===== config.mk =====
export PLATFORM = sky130hd
export DESIGN_NAME = vga_fb_arbiter
export DESIGN_NICKNAME = d
export VERILOG_FILES = /design/src/rtl/vga_fb_arbiter.sv
export SDC_FILE = /design/constraint.sdc
export NUM_CORES = 1
export LEC_CHECK = 0
export CAP_MARGIN = 20
export CORE_MARGIN = 2
export CORE_UTILIZATION = 54
export CTS_CLUSTER_DIAMETER = 120
export CTS_CLUSTER_SIZE = 14
export DETAILED_ROUTE_END_ITERATION = 7
export GPL_TIMING_DRIVEN = 1
export PLACE_DENSITY_LB_ADDON = 0.12
export RECOVER_POWER = 100
export SETUP_SLACK_MARGIN = 0.2
export SLEW_MARGIN = 20
export SYNTH_ARGS = -nofsm -noshare
export SYNTH_HDL_FRONTEND = slang
export SYNTH_SLANG_ARGS = --single-unit

===== constraint.sdc =====
create_clock -name iCLK -period 4.2 [get_ports iCLK]
set_input_delay 0.63 -clock iCLK [delete_from_list [all_inputs] [get_ports iCLK]]
set_output_delay 0.63 -clock iCLK [all_outputs]
set_load 0.02 [all_outputs]

===== src/rtl/vga_fb_arbiter.sv =====
// Framebuffer access scheduler: look-ahead display reads for the VGA scan, host writes
// queued and drained during blanking. Define FB_ARB_WR_STATS_EN to build the drop counter.
module vga_fb_arbiter #(
    parameter int H_ACTIVE   = 640,
    parameter int V_ACTIVE   = 480,
    parameter int H_TOTAL    = 800,
    parameter int V_TOTAL    = 525,
    parameter int DATA_W     = 16,
    parameter int FIFO_DEPTH = 16
) (
    input  logic              iCLK,
    input  logic              iRST_N,
    input  logic [9:0]        iCurrent_X,
    input  logic [9:0]        iCurrent_Y,
    output logic [DATA_W-1:0] oPixel,
    output logic [18:0]       oMEM_ADDR,
    output logic              oMEM_WE,
    output logic [DATA_W-1:0] oMEM_WDATA,
    input  logic [DATA_W-1:0] iMEM_RDATA,
    input  logic              iWR_VALID,
    output logic              oWR_READY,
    input  logic [9:0]        iWR_X,
    input  logic [9:0]        iWR_Y,
    input  logic [DATA_W-1:0] iWR_DATA,
    output logic [15:0]       oDROP_CNT
);

    localparam int         PTR_W  = $clog2(FIFO_DEPTH);
    localparam logic [9:0] H_ACT  = 10'(H_ACTIVE);
    localparam logic [9:0] V_ACT  = 10'(V_ACTIVE);
    localparam logic [9:0] H_LAST = 10'(H_TOTAL - 1);
    localparam logic [9:0] V_LAST = 10'(V_TOTAL - 1);

    typedef enum logic [1:0] {ST_IDLE, ST_SCAN, ST_WRITE} state_e;

    function automatic logic [19:0] succ(input logic [9:0] x, input logic [9:0] y);
        logic [9:0] nx, ny;
        if (x == H_LAST) begin
            nx = '0;
            ny = (y == V_LAST) ? '0 : y + 10'd1;
        end else begin
            nx = x + 10'd1;
            ny = y;
        end
        return {nx, ny};
    endfunction

    // 640 = 512 + 128, so the common geometry needs no multiplier.
    function automatic logic [18:0] fb_addr(input logic [9:0] x, input logic [9:0] y);
        if (H_ACTIVE == 640)
            return ({9'd0, y} << 9) + ({9'd0, y} << 7) + {9'd0, x};
        else
            return 19'(y * H_ACTIVE) + {9'd0, x};
    endfunction

    // ---------------- look-ahead position ----------------
    logic [9:0]  p1_x, p1_y, p2_x, p2_y;
    logic        p2_active;
    logic [18:0] p2_addr;

    assign {p1_x, p1_y} = succ(iCurrent_X, iCurrent_Y);
    assign {p2_x, p2_y} = succ(p1_x, p1_y);
    assign p2_active    = (p2_x < H_ACT) && (p2_y < V_ACT);
    assign p2_addr      = fb_addr(p2_x, p2_y);

    // ---------------- host write FIFO ----------------
    logic [18:0]       fifo_addr_q [FIFO_DEPTH];
    logic [DATA_W-1:0] fifo_data_q [FIFO_DEPTH];
    logic [PTR_W:0]    wr_ptr_q, wr_ptr_d, rd_ptr_q, rd_ptr_d;
    logic [PTR_W-1:0]  wr_idx, rd_idx;
    logic              fifo_empty, fifo_full;
    logic              live_q;
    logic              wr_in_range, wr_accept, push, pop;
    logic [18:0]       wr_addr;

    assign wr_idx      = wr_ptr_q[PTR_W-1:0];
    assign rd_idx      = rd_ptr_q[PTR_W-1:0];
    assign fifo_empty  = (wr_ptr_q == rd_ptr_q);
    assign fifo_full   = (wr_ptr_q[PTR_W] != rd_ptr_q[PTR_W]) && (wr_idx == rd_idx);
    assign oWR_READY   = live_q && !fifo_full;

    assign wr_in_range = (iWR_X < H_ACT) && (iWR_Y < V_ACT);
    assign wr_accept   = iWR_VALID && oWR_READY;
    assign push        = wr_accept && wr_in_range;
    // The display owns every cycle whose look-ahead lands in the active area.
    assign pop         = !p2_active && !fifo_empty;
    assign wr_addr     = fb_addr(iWR_X, iWR_Y);

    assign wr_ptr_d = push ? wr_ptr_q + (PTR_W+1)'(1) : wr_ptr_q;
    assign rd_ptr_d = pop  ? rd_ptr_q + (PTR_W+1)'(1) : rd_ptr_q;

    always_ff @(posedge iCLK or negedge iRST_N) begin
        if (!iRST_N) begin
            wr_ptr_q <= '0;
            rd_ptr_q <= '0;
            live_q   <= 1'b0;
        end else begin
            wr_ptr_q <= wr_ptr_d;
            rd_ptr_q <= rd_ptr_d;
            live_q   <= 1'b1;
        end
    end

    always_ff @(posedge iCLK) begin
        if (push) begin
            fifo_addr_q[wr_idx] <= wr_addr;
            fifo_data_q[wr_idx] <= iWR_DATA;
        end
    end

    // ---------------- memory command FSM ----------------
    state_e state_q;
    logic   rd_flag_q;

    always_ff @(posedge iCLK or negedge iRST_N) begin
        if (!iRST_N) begin
            state_q    <= ST_IDLE;
            oMEM_ADDR  <= '0;
            oMEM_WE    <= 1'b0;
            oMEM_WDATA <= '0;
        end else begin
            oMEM_WE <= 1'b0;
            if (p2_active) begin
                state_q   <= ST_SCAN;
                oMEM_ADDR <= p2_addr;
            end else if (!fifo_empty) begin
                state_q    <= ST_WRITE;
                oMEM_ADDR  <= fifo_addr_q[rd_idx];
                oMEM_WDATA <= fifo_data_q[rd_idx];
                oMEM_WE    <= 1'b1;
            end else begin
                state_q <= ST_IDLE;
            end
        end
    end

    // Read data returns one cycle after the read command is on the bus.
    always_ff @(posedge iCLK or negedge iRST_N) begin
        if (!iRST_N) rd_flag_q <= 1'b0;
        else         rd_flag_q <= (state_q == ST_SCAN);
    end

    assign oPixel = rd_flag_q ? iMEM_RDATA : '0;

    // ---------------- drop statistics ----------------
`ifdef FB_ARB_WR_STATS_EN
    logic [15:0] drop_cnt_q, drop_cnt_d;

    assign drop_cnt_d = (wr_accept && !wr_in_range && drop_cnt_q != 16'hFFFF)
                      ? drop_cnt_q + 16'd1 : drop_cnt_q;

    always_ff @(posedge iCLK or negedge iRST_N) begin
        if (!iRST_N) drop_cnt_q <= '0;
        else         drop_cnt_q <= drop_cnt_d;
    end

    assign oDROP_CNT = drop_cnt_q;
`else
    assign oDROP_CNT = '0;
`endif

endmodule


== Word-level counts from Yosys, hierarchy flattened ==
Memory sizes are Yosys's and may differ from the RTL's. A register that Yosys moved wholly into a read port is not among the register bits.
Cells that the tools add are included.
Widths: inputs -> output; s select.

* Multiplexer cells: 15
* Eq/ne operators: 9
* Shift operators: 0
* Divide/modulo/power cells: 0
* Add/subtract/negate cells: 10
* Reductions and logical operators: 12
* $lt $le $gt $ge: 4
* Multipliers: 0
* Bitwise logic cells: 2

{| class="wikitable"
|+ Operator list
! kind !! count
|-
| $mux 10 || 6
|-
| $add 10x1->10 const B || 4
|-
| $eq 10x10->1 const B || 4
|-
| $add 19x10->19 || 2
|-
| $add 19x17->19 || 2
|-
| $mux 19 || 2
|-
| $lt 10x10->1 const B || 2
|-
| $lt 10x9->1 const B || 2
|-
| $mux 16 || 1
|-
| $add 5x1->5 const B || 2
|-
| $logic_and 1x1->1 || 7
|-
| $eq 5x5->1 || 1
|-
| $eq 4x4->1 || 1
|-
| $logic_not 1->1 || 4
|-
| $mux 1 || 4
|-
| $mux 2 || 2
|-
| $eq 2x1->1 const B || 1
|-
| $ne 2x2->1 const B || 1
|-
| $not 1->1 || 2
|-
| $reduce_and 2->1 || 1
|-
| $ne 1x1->1 || 1
|}

* Register bits after elaboration: 34
* Output and inout port bits: 69
* Input port bits: 75
* Logic and storage cells: 61
* Memories: 2
* Memory bits (read-only): 0
* RAM bits: 560
* Latch bits: 0

{| class="wikitable"
|+ Memories
! memory !! depth !! width !! rd ports !! clocked after Yosys merged registers in !! wr ports !! RTL line !! RTL
|-
| fifo_addr_q || 16 || 19 || 1 || 0 || 1 || 67 || <nowiki>logic [18:0] fifo_addr_q [FIFO_DEPTH];</nowiki>
|-
| fifo_data_q || 16 || 16 || 1 || 1 || 1 || 68 || <nowiki>logic [DATA_W-1:0] fifo_data_q [FIFO_DEPTH];</nowiki>
|}

== Logic depth before layout (Yosys ltp) ==
Gate-level depths: netlist (run 1).

* Word-level depth: 10
* Gate-level depth with buffers: 26
* Gate-level depth less buffers: 26

== Least setup slack after synthesis (run 1) ==
OpenSTA, ideal clock, no wires.

* Path kind: input -> register
* Start: input port iCurrent_Y[0]
* End: register oMEM_ADDR[17]
* Setup time: 0.139 ns
* Data required time: 4.061 ns
* Setup slack: -0.883 ns
* Path buffers: 0
* Stages: 25
* Arrival: 4.944 ns
* Cells stage by stage: inv_1 ha_1 nor4bb_1 and3_1 nor2_1 mux2_2 inv_1 ha_1 nand2_1 nor4_1 nand4bb_1 and2_1 inv_1 fa_1 inv_1 ha_1 a21o_1 a21oi_1 o21bai_1 a21oi_1 o21bai_1 a21oi_1 mux2i_1 a2111oi_0 mux2i_1

* Longest elaborated chain between the ends: 9
* Elaborated cells between the ends (all ways): 14
* Classes of those cells: add/sub (4); order compare (1); eq/ne (3); mux (5); reduce/logical (1)

{| class="wikitable"
|+ RTL lines
! what !! RTL line !! RTL
|-
| from (decl) || 14 || <nowiki>input logic [9:0] iCurrent_Y,</nowiki>
|-
| $add 10x1->10 or $eq 10x10->1 (tied branches) || 40 || <nowiki>ny = (y == V_LAST) ? '0 : y + 10'd1;</nowiki>
|-
| $mux 10 || 40 ||
|-
| $mux 10 * || 38 || <nowiki>if (x == H_LAST) begin</nowiki>
|-
| $add 10x1->10 or $eq 10x10->1 (tied branches) || 40 ||
|-
| $mux 10 || 40 ||
|-
| $mux 10 * || 38 ||
|-
| $add 19x17->19 or $lt 10x9->1 (tied branches) || 51, 63 ||
|-
| $add 19x10->19 or $logic_and 1x1->1 (tied branches) || 51, 63 ||
|-
| $mux 19 or $ne 2x2->1 (tied branches) || - ||
|-
| to (signal assigned) || 125 || <nowiki>oMEM_ADDR <= p2_addr;</nowiki>
|-
| to (signal assigned) || 128 || <nowiki>oMEM_ADDR <= fifo_addr_q[rd_idx];</nowiki>
|-
| to (decl) || 16 || <nowiki>output logic [18:0] oMEM_ADDR,</nowiki>
|}

Every way passes the cells marked *; elsewhere a longest branch is shown, timed or not.
A chain may end at the register's enable or synchronous reset.

== Worst setup path in the final report (run 1) ==
* Start: input port iCurrent_Y[0]
* End: register oMEM_ADDR[16]

Same word-level chain as after synthesis.

==> results of run 1 <==
[layout make-up]
type                    count  area share, %
repair buffers            332          9.015
multi-input cells         604          25.07
clock inverters             3         0.1414
inverters                  28         0.4162
clock buffers              87          4.558
well taps                 615          2.485
flip-flops and latches    609          58.30
diodes                      2        0.01616
[sequential cells by signal, indices dropped and copies added, names as in the netlist]
signal / count
fifo_addr_q: 304
fifo_data_q: 256
live_q: 1
oMEM_ADDR: 19
oMEM_WDATA: 16
oMEM_WE: 1
rd_flag_q: 1
rd_ptr_q: 5
state_q: 1
wr_ptr_q: 5
[cell families (layout without fill, tap and decap cells)]
logic type	Yosys count	after routing
fa+ha+maj	53	53
flops	609	609
xor+xnor	52	52
mux	231	231
compound gates	82	82
other cells	2	19
simple gates	169	169
buf+inv	101	450
[cell usage after synthesis (4+ instances only)]
cell type	n	share of area, %
nor3_1	14	0.27
mux4_2	175	15
nand4_1	6	0.15
a211oi_1	4	0.12
nand3_1	14	0.27
clkbuf_1	34	0.50
edfxtp_1	560	65
inv_1	27	0.39
buf_1	14	0.20
and3_1	8	0.19
a31oi_1	5	0.12
buf_2	5	0.097
mux2i_1	35	1.4
nor2_1	30	0.44
o21bai_1	10	0.29
nor4_1	5	0.12
fa_1	4	0.31
nand2_1	34	0.50
a21o_1	7	0.20
ha_1	49	2.4
buf_4	17	0.50
a21oi_1	22	0.43
xor2_1	19	0.65
and2_1	21	0.51
mux2_4	20	1.2
o21ai_0	13	0.25
nor2b_1	4	0.097
dfrtp_1	49	4.8
nand2b_1	6	0.15
xnor2_1	33	1.1
[per-stage QoR]
stage / util, % / total power, W / worst slack (ps) / instances
finish: 65.27 / 0.01693 / -28.82 / 2280
global route: 65.26 / 0.01767 / -278.4 / 2278
CTS: 65.55 / 0.01725 / -9.730 / 2274
detailed placement: 61.78 / 0.01287 / -1231 / 2161
global placement: 61.62 / 0.01283 / -1146 / 2158
floorplan: - / 0.01110 / -697.1 / 1314
[worst max-delay path: stages]
cell and delay, ps:
buf_6 100, buf_8 130, inv_16 50, ha_4 100
nor4bb_4 290, and3_4 250, nor2_4 40, mux2_4 270
buf_4 150, ha_4 160, nand3_4 60, xnor2_2 100
and2_4 160, inv_2 30, fa_1 490, inv_2 60
buf_4 130, fa_2 360, a21o_1 190, a21oi_2 140
o21bai_1 100, a21oi_2 150, nor2b_1 60, o21ai_1 120
nand2b_1 110, xnor2_2 190, mux2i_1 90
[where the power goes]
group	switching, W	internal, W	total (W)	leakage (nW)
registers	0.000208	0.00707	0.00728	5.61
clock network	0.00201	0.00233	0.00434	0.694
logic	0.00255	0.00276	0.00531	4.54
[repair_timing]
item | 4_1_cts | 5_1_grt
setup buffers | 23 | 4
setup endpoints to repair | 9 | 7
pin swaps | 31 | 14
gates resized for setup | 75 | 17
gates cloned | 0 | 0
[how the worst max path moves through the flow]
| stage | from | endpoint | slack, ps | cells past startpoint |
|---|---|---|---|---|
| final | iCurrent_Y[0] | oMEM_ADDR[16] | -30 | 27 |
| after global routing | iCurrent_Y[0] | oMEM_ADDR[17] | -280 | 27 |
| after CTS | iCurrent_Y[0] | oMEM_ADDR[17] | -10 | 27 |
| after detailed placement | iCurrent_Y[0] | oMEM_ADDR[17] | -1230 | 27 |
| after global placement | iCurrent_Y[0] | oMEM_ADDR[17] | -1150 | 27 |
| after floorplan | wr_ptr_q[2] | fifo_addr_q[0][0] | -700 | 8 |
[routing by layer]
layer,up-vias,wire length (um)
li1,5911,-
met1,7024,23610
met2,390,29380
met3,85,3025
met4,6,1396
met5,-,36
==> flow_summary_export.csv, run 1 <==
group,metric,value,unit
outcome,status,"finished, violations left",
outcome,failed_checks,"capacitance limit, slew limit, setup timing",
sta,fin_crit_sh,100.7,%
placement,placed_cell_area,29310,sq um
global_route,grtUsageTotal,23.96,%
worst_setup_path,r2r_end,"fifo_data_q[13][3]",
final_layout,finalNetCount,1752,
global_route,grt_util_met3,3.121,%
yosys,synthCells,1299,
worst_hold_path,min-delay-start,"oMEM_WE",
yosys,seq_area_frac_synth,70.03,%
sta,fin_crit,4229,ps
yosys,ys_warn_count,0,
power,ir_worst_vdd,0.0003773,V
cts,cts_root_buffer,"clkbuf_16",
worst_setup_path,r2r_cells,9,
die,core_area,47450,sq um
yosys,synthMuxAreaShare,17.87,%
sta,slew_headroom,-60.80,%
yosys,synth_edf_count,560,
final_layout,layout_commonest_cell,"edfxtp_1",
global_route,grt_pass1_vias,14201,
placement,place_congestion,0.8435,
yosys,synthArstFlopShare,8.046,%
final_layout,drive_above_1_share,31.93,%
cts,cts_hold_buf,0,
die,ios,144,
sta,hold_viol_final,0,
cts,cts_sinks,609,
drt,drtPass1Iterations,5,
yosys,synthFlopType,"edfxtp_1",
drt,route.detailed.drc,0,
yosys,ys_seq_elements,609,
sta,hold_slack,442.2,ps
worst_setup_path,path_max_fanout,2,
yosys,syn-mean-instance-area,19.83,sq um
power,cellLeakagePower,10.84,nW
final_layout,post-route-cell-area,30970,sq um
sta,maxSlewViolCount,79,
final_layout,fill_cells,3263,
job,maxCapViolations,3,
yosys,synth_top_family_by_area,"multiplexers",
sta,setup_ws,-28.82,ps
drt,vias,13416,
drt,initialDrtViolationCount,1139,
yosys,synth_xor_area_share,1.768,%
die,die_w,222.4,um
yosys,syn-cell-area,25760,sq um
global_route,overflow,0,
placement,portBuffers,127,
global_route,grt_antenna_before_repair,5,
drt,wl_per_cell,25.20,um
worst_hold_path,hp-class,"register to register",
global_route,grt_max_degree,144,
yosys,synth_compound_area_share,2.088,%
drt,ant_nets,0,
die,die_h,222.4,um
global_route,busiest_layer,"met2",
sta,fmax,236.5,MHz
worst_setup_path,required,4680,ps
die,num_rows,80,
worst_setup_path,startpoint_type,"primary input",
die,initial_core_util,54.30,%
worst_setup_path,reg2reg_from,"wr_ptr_q[2]",
global_route,use_met2,41.01,%
final_layout,layout_common_cells,"edfxtp_1, mux4_2, buf_4",
worst_hold_path,hold_end,"rd_flag_q",
final_layout,multiInputGateArea,7764,sq um
worst_setup_path,worstSetupPathType,"primary input to register",
worst_hold_path,min_path_cells,1,
power,powerDensity,546.6,nW/um^2
drt,viasPerCell,5.884,
cts,cts.path.max_buffers,3,
cts,clk_latency,600,ps
yosys,synth_cell_types,66,
worst_setup_path,crit_arrival,4710,ps
global_route,grt_pass1_wl,87.69,mm
sta,rsz0062_at_grt,"true",
drt,totalWireLength,57.45,mm
worst_setup_path,rrSetupSlack,80,ps
cts,cts_tree,"built",
final_layout,seqCellArea,18050,sq um
sta,worstMarginPinSlew,2412,ps
final_layout,syn2layout_area_growth,20.20,%
sta,finalClockSkew,19.95,ps
die,die-area,49470,sq um
yosys,synthAdderAreaFrac,2.691,%
sta,finalSetupViolCount,2,
yosys,synth-simple-area-share,3.691,%
global_route,grtUsageMet1,32.71,%
cts,cts_buffers,49,
cts,clk_pin_slew,70,ps
placement,dp_hpwl,34.91,mm
sta,setup_tns,-35.16,ps
cts,h-tree-depth,2,
worst_setup_path,endpoint_kind,"register",
(Power assumes the default switching activity.)
==> inputs of run 2 (changes only) <==
--- a/config.mk
+++ b/config.mk
@@ -5,7 +5,7 @@
 export SDC_FILE = /design/constraint.sdc
 export NUM_CORES = 1
 export LEC_CHECK = 0
-export CAP_MARGIN = 20
+export CAP_MARGIN = 5
 export CORE_MARGIN = 2
 export CORE_UTILIZATION = 54
 export CTS_CLUSTER_DIAMETER = 120
==> results of run 2 <==
The final DEF is identical to that of run 1; final timing and power are the same.
==> inputs of run 3 (changes only) <==
--- a/config.mk
+++ b/config.mk
@@ -14,6 +14,7 @@
 export GPL_TIMING_DRIVEN = 1
 export PLACE_DENSITY_LB_ADDON = 0.12
 export RECOVER_POWER = 100
+export REMOVE_ABC_BUFFERS = 1
 export SETUP_SLACK_MARGIN = 0.2
 export SLEW_MARGIN = 20
 export SYNTH_ARGS = -nofsm -noshare
==> constraint.sdc (replaced) <==
create_clock -name iCLK -period 3.51 [get_ports iCLK]
set_input_delay 0.5265 -clock iCLK [delete_from_list [all_inputs] [get_ports iCLK]]
set_output_delay 0.5265 -clock iCLK [all_outputs]
set_load 0.02 [all_outputs]
==> flow_summary_export.csv, run 3 (synthesis results as in run 1) <==
group,metric,value,unit
outcome,status,"finished, violations left",
outcome,failed_checks,"capacitance limit, slew limit, setup timing",
die,ios,144,
worst_hold_path,min_path_cells,1,
sta,setup_tns,-2743,ps
final_layout,diodes,0,
sta,slew_headroom,-15.03,%
power,ir_worst_vdd,0.0006877,V
sta,hold_viol_final,0,
final_layout,syn2layout_area_growth,20.59,%
cts,cts_sinks,609,
die,die_h,222.4,um
job,maxCapViolations,1,
global_route,grt_pass1_wl,86.68,mm
placement,place_congestion,0.8632,
worst_setup_path,path_max_fanout,2,
placement,dp_slack,-2055,ps
final_layout,layout_common_cells,"edfxtp_1, mux4_2, buf_4",
final_layout,biggestRegsByFlops,"fifo_addr_q (304), fifo_data_q (256), oMEM_ADDR (19)",
cts,cts.path.max_buffers,3,
die,initial_core_util,54.30,%
worst_setup_path,crit_arrival,4510,ps
final_layout,largest_reg_flops,304,
cts,h-tree-depth,2,
die,core_area,47450,sq um
die,num_rows,80,
drt,viasPerCell,5.879,
sta,maxSlewViolCount,23,
worst_setup_path,endpoint_kind,"register",
global_route,grt_max_degree,144,
die,die-area,49470,sq um
cts,cts_buffers,49,
final_layout,top_register,"fifo_addr_q",
sta,fin_crit_sh,114.9,%
drt,wl_per_cell,25.20,um
worst_hold_path,hp-class,"register to register",
final_layout,layout_commonest_cell,"edfxtp_1",
power,total_power,0.02023,W
drt,vias,13498,
final_layout,drive_above_1_share,32.90,%
final_layout,multiInputGateArea,7791,sq um
sta,hold_slack,424.1,ps
worst_setup_path,r2r_cells,8,
sta,rsz0062_at_grt,"true",
drt,totalWireLength,57.86,mm
drt,initialDrtViolationCount,1382,
cts,cts_root_buffer,"clkbuf_16",
final_layout,fill_cells,3283,
drt,route.detailed.drc,0,
placement,portBuffers,127,
final_layout,finalNetCount,1769,
placement,dp_hpwl,33.28,mm
worst_setup_path,startpoint_type,"primary input",
drt,drtPass1Iterations,5,
cts,cts_tree,"built",
sta,fmax,247.9,MHz
worst_setup_path,required,3990,ps
global_route,overflow,0,
drt,ant_nets,0,
power,powerDensity,651.1,nW/um^2
sta,fin_crit,4033,ps
sta,finalSetupViolCount,15,
global_route,grt_pass1_vias,14069,
sta,finalClockSkew,19.88,ps
die,die_w,222.4,um
final_layout,seqCellArea,18050,sq um
global_route,grt_antenna_before_repair,1,
global_route,grtUsageTotal,23.77,%
worst_setup_path,worstSetupPathType,"primary input to register",
cts,clk_latency,600,ps
cts,clk_pin_slew,70,ps
power,cellLeakagePower,10.97,nW
sta,setup_ws,-523.4,ps
sta,worstMarginPinSlew,1725,ps
-- run 3: metal layers --
| layer | vias up | wire length [um] | global-route usage, % |
|---|---|---|---|
| li1 | 5936 | - | - |
| met1 | 7077 | 23900 | 32.98 |
| met2 | 408 | 29320 | 40.01 |
| met3 | 75 | 3365 | 3.332 |
| met4 | 2 | 1260 | 6.755 |
| met5 | - | 11 | 0 |
-- run 3: repair_timing --
action / CTS / global route
resized for setup: 126 / 47
buffers inserted: 22 / 11
endpoints found under the setup margin: 43 / 85
gates cloned: 0 / 1
pin swaps: 45 / 29
endpoints found under the hold margin: 20 / 0
hold buffers: 1 / 0
-- run 3: final cells by class --
cell class / instances / area share [%]
sequential: 609 / 58.11
clock inverter: 2 / 0.05639
timing repair buffer: 349 / 9.340
multi-input combinational: 604 / 25.08
tap: 615 / 2.477
inverter: 28 / 0.3705
clock buffer: 89 / 4.567
-- run 3: worst paths after layout --
kind                                from                end  slack [ps]
max                        iCurrent_Y[1]      oMEM_ADDR[15]        -520
min                              oMEM_WE          rd_flag_q         420
max in group asynchronous         iRST_N     oMEM_WDATA[15]         530
max reg2reg                  rd_ptr_q[0]  fifo_data_q[4][1]         120
min in group asynchronous         iRST_N      oMEM_ADDR[14]         910
min reg2reg                      oMEM_WE          rd_flag_q         420
-- run 3: worst max-delay path, stage by stage --
cell and delay [ps]:
buf_8 100, inv_6 50, ha_4 110, nor4bb_4 220, and3_4 250, nor2_4 40
mux2_4 280, inv_4 70, ha_4 120, nand2_4 50, nor4_4 190, nand4bb_1 200
and2_4 210, inv_2 40, fa_1 420, inv_2 80, ha_1 220, a21o_1 170
a21oi_2 140, o21bai_1 120, a21oi_2 160, o21bai_1 100, a21oi_2 180, buf_4 130
buf_6 90, xor2_2 140, mux2i_1 90
-- run 3: metrics by stage --
stage / utilization, % / std cells / cell area [sq um]
after global routing: 65.48 / 2296 / 31070
after global placement: 61.85 / 2170 / 29350
final: 65.48 / 2296 / 31070
after floorplan: - / 1241 / 25450
after CTS: 65.91 / 2284 / 31270
after detailed placement: 61.85 / 2170 / 29350
-- run 3: where the power goes --
part	switching (W)	internal, W	total [W]
sequential	0.000222	0.00846	0.00868
clock	0.00241	0.00272	0.00514
combinational	0.00307	0.00334	0.00641
total	0.00570	0.0145	0.0202
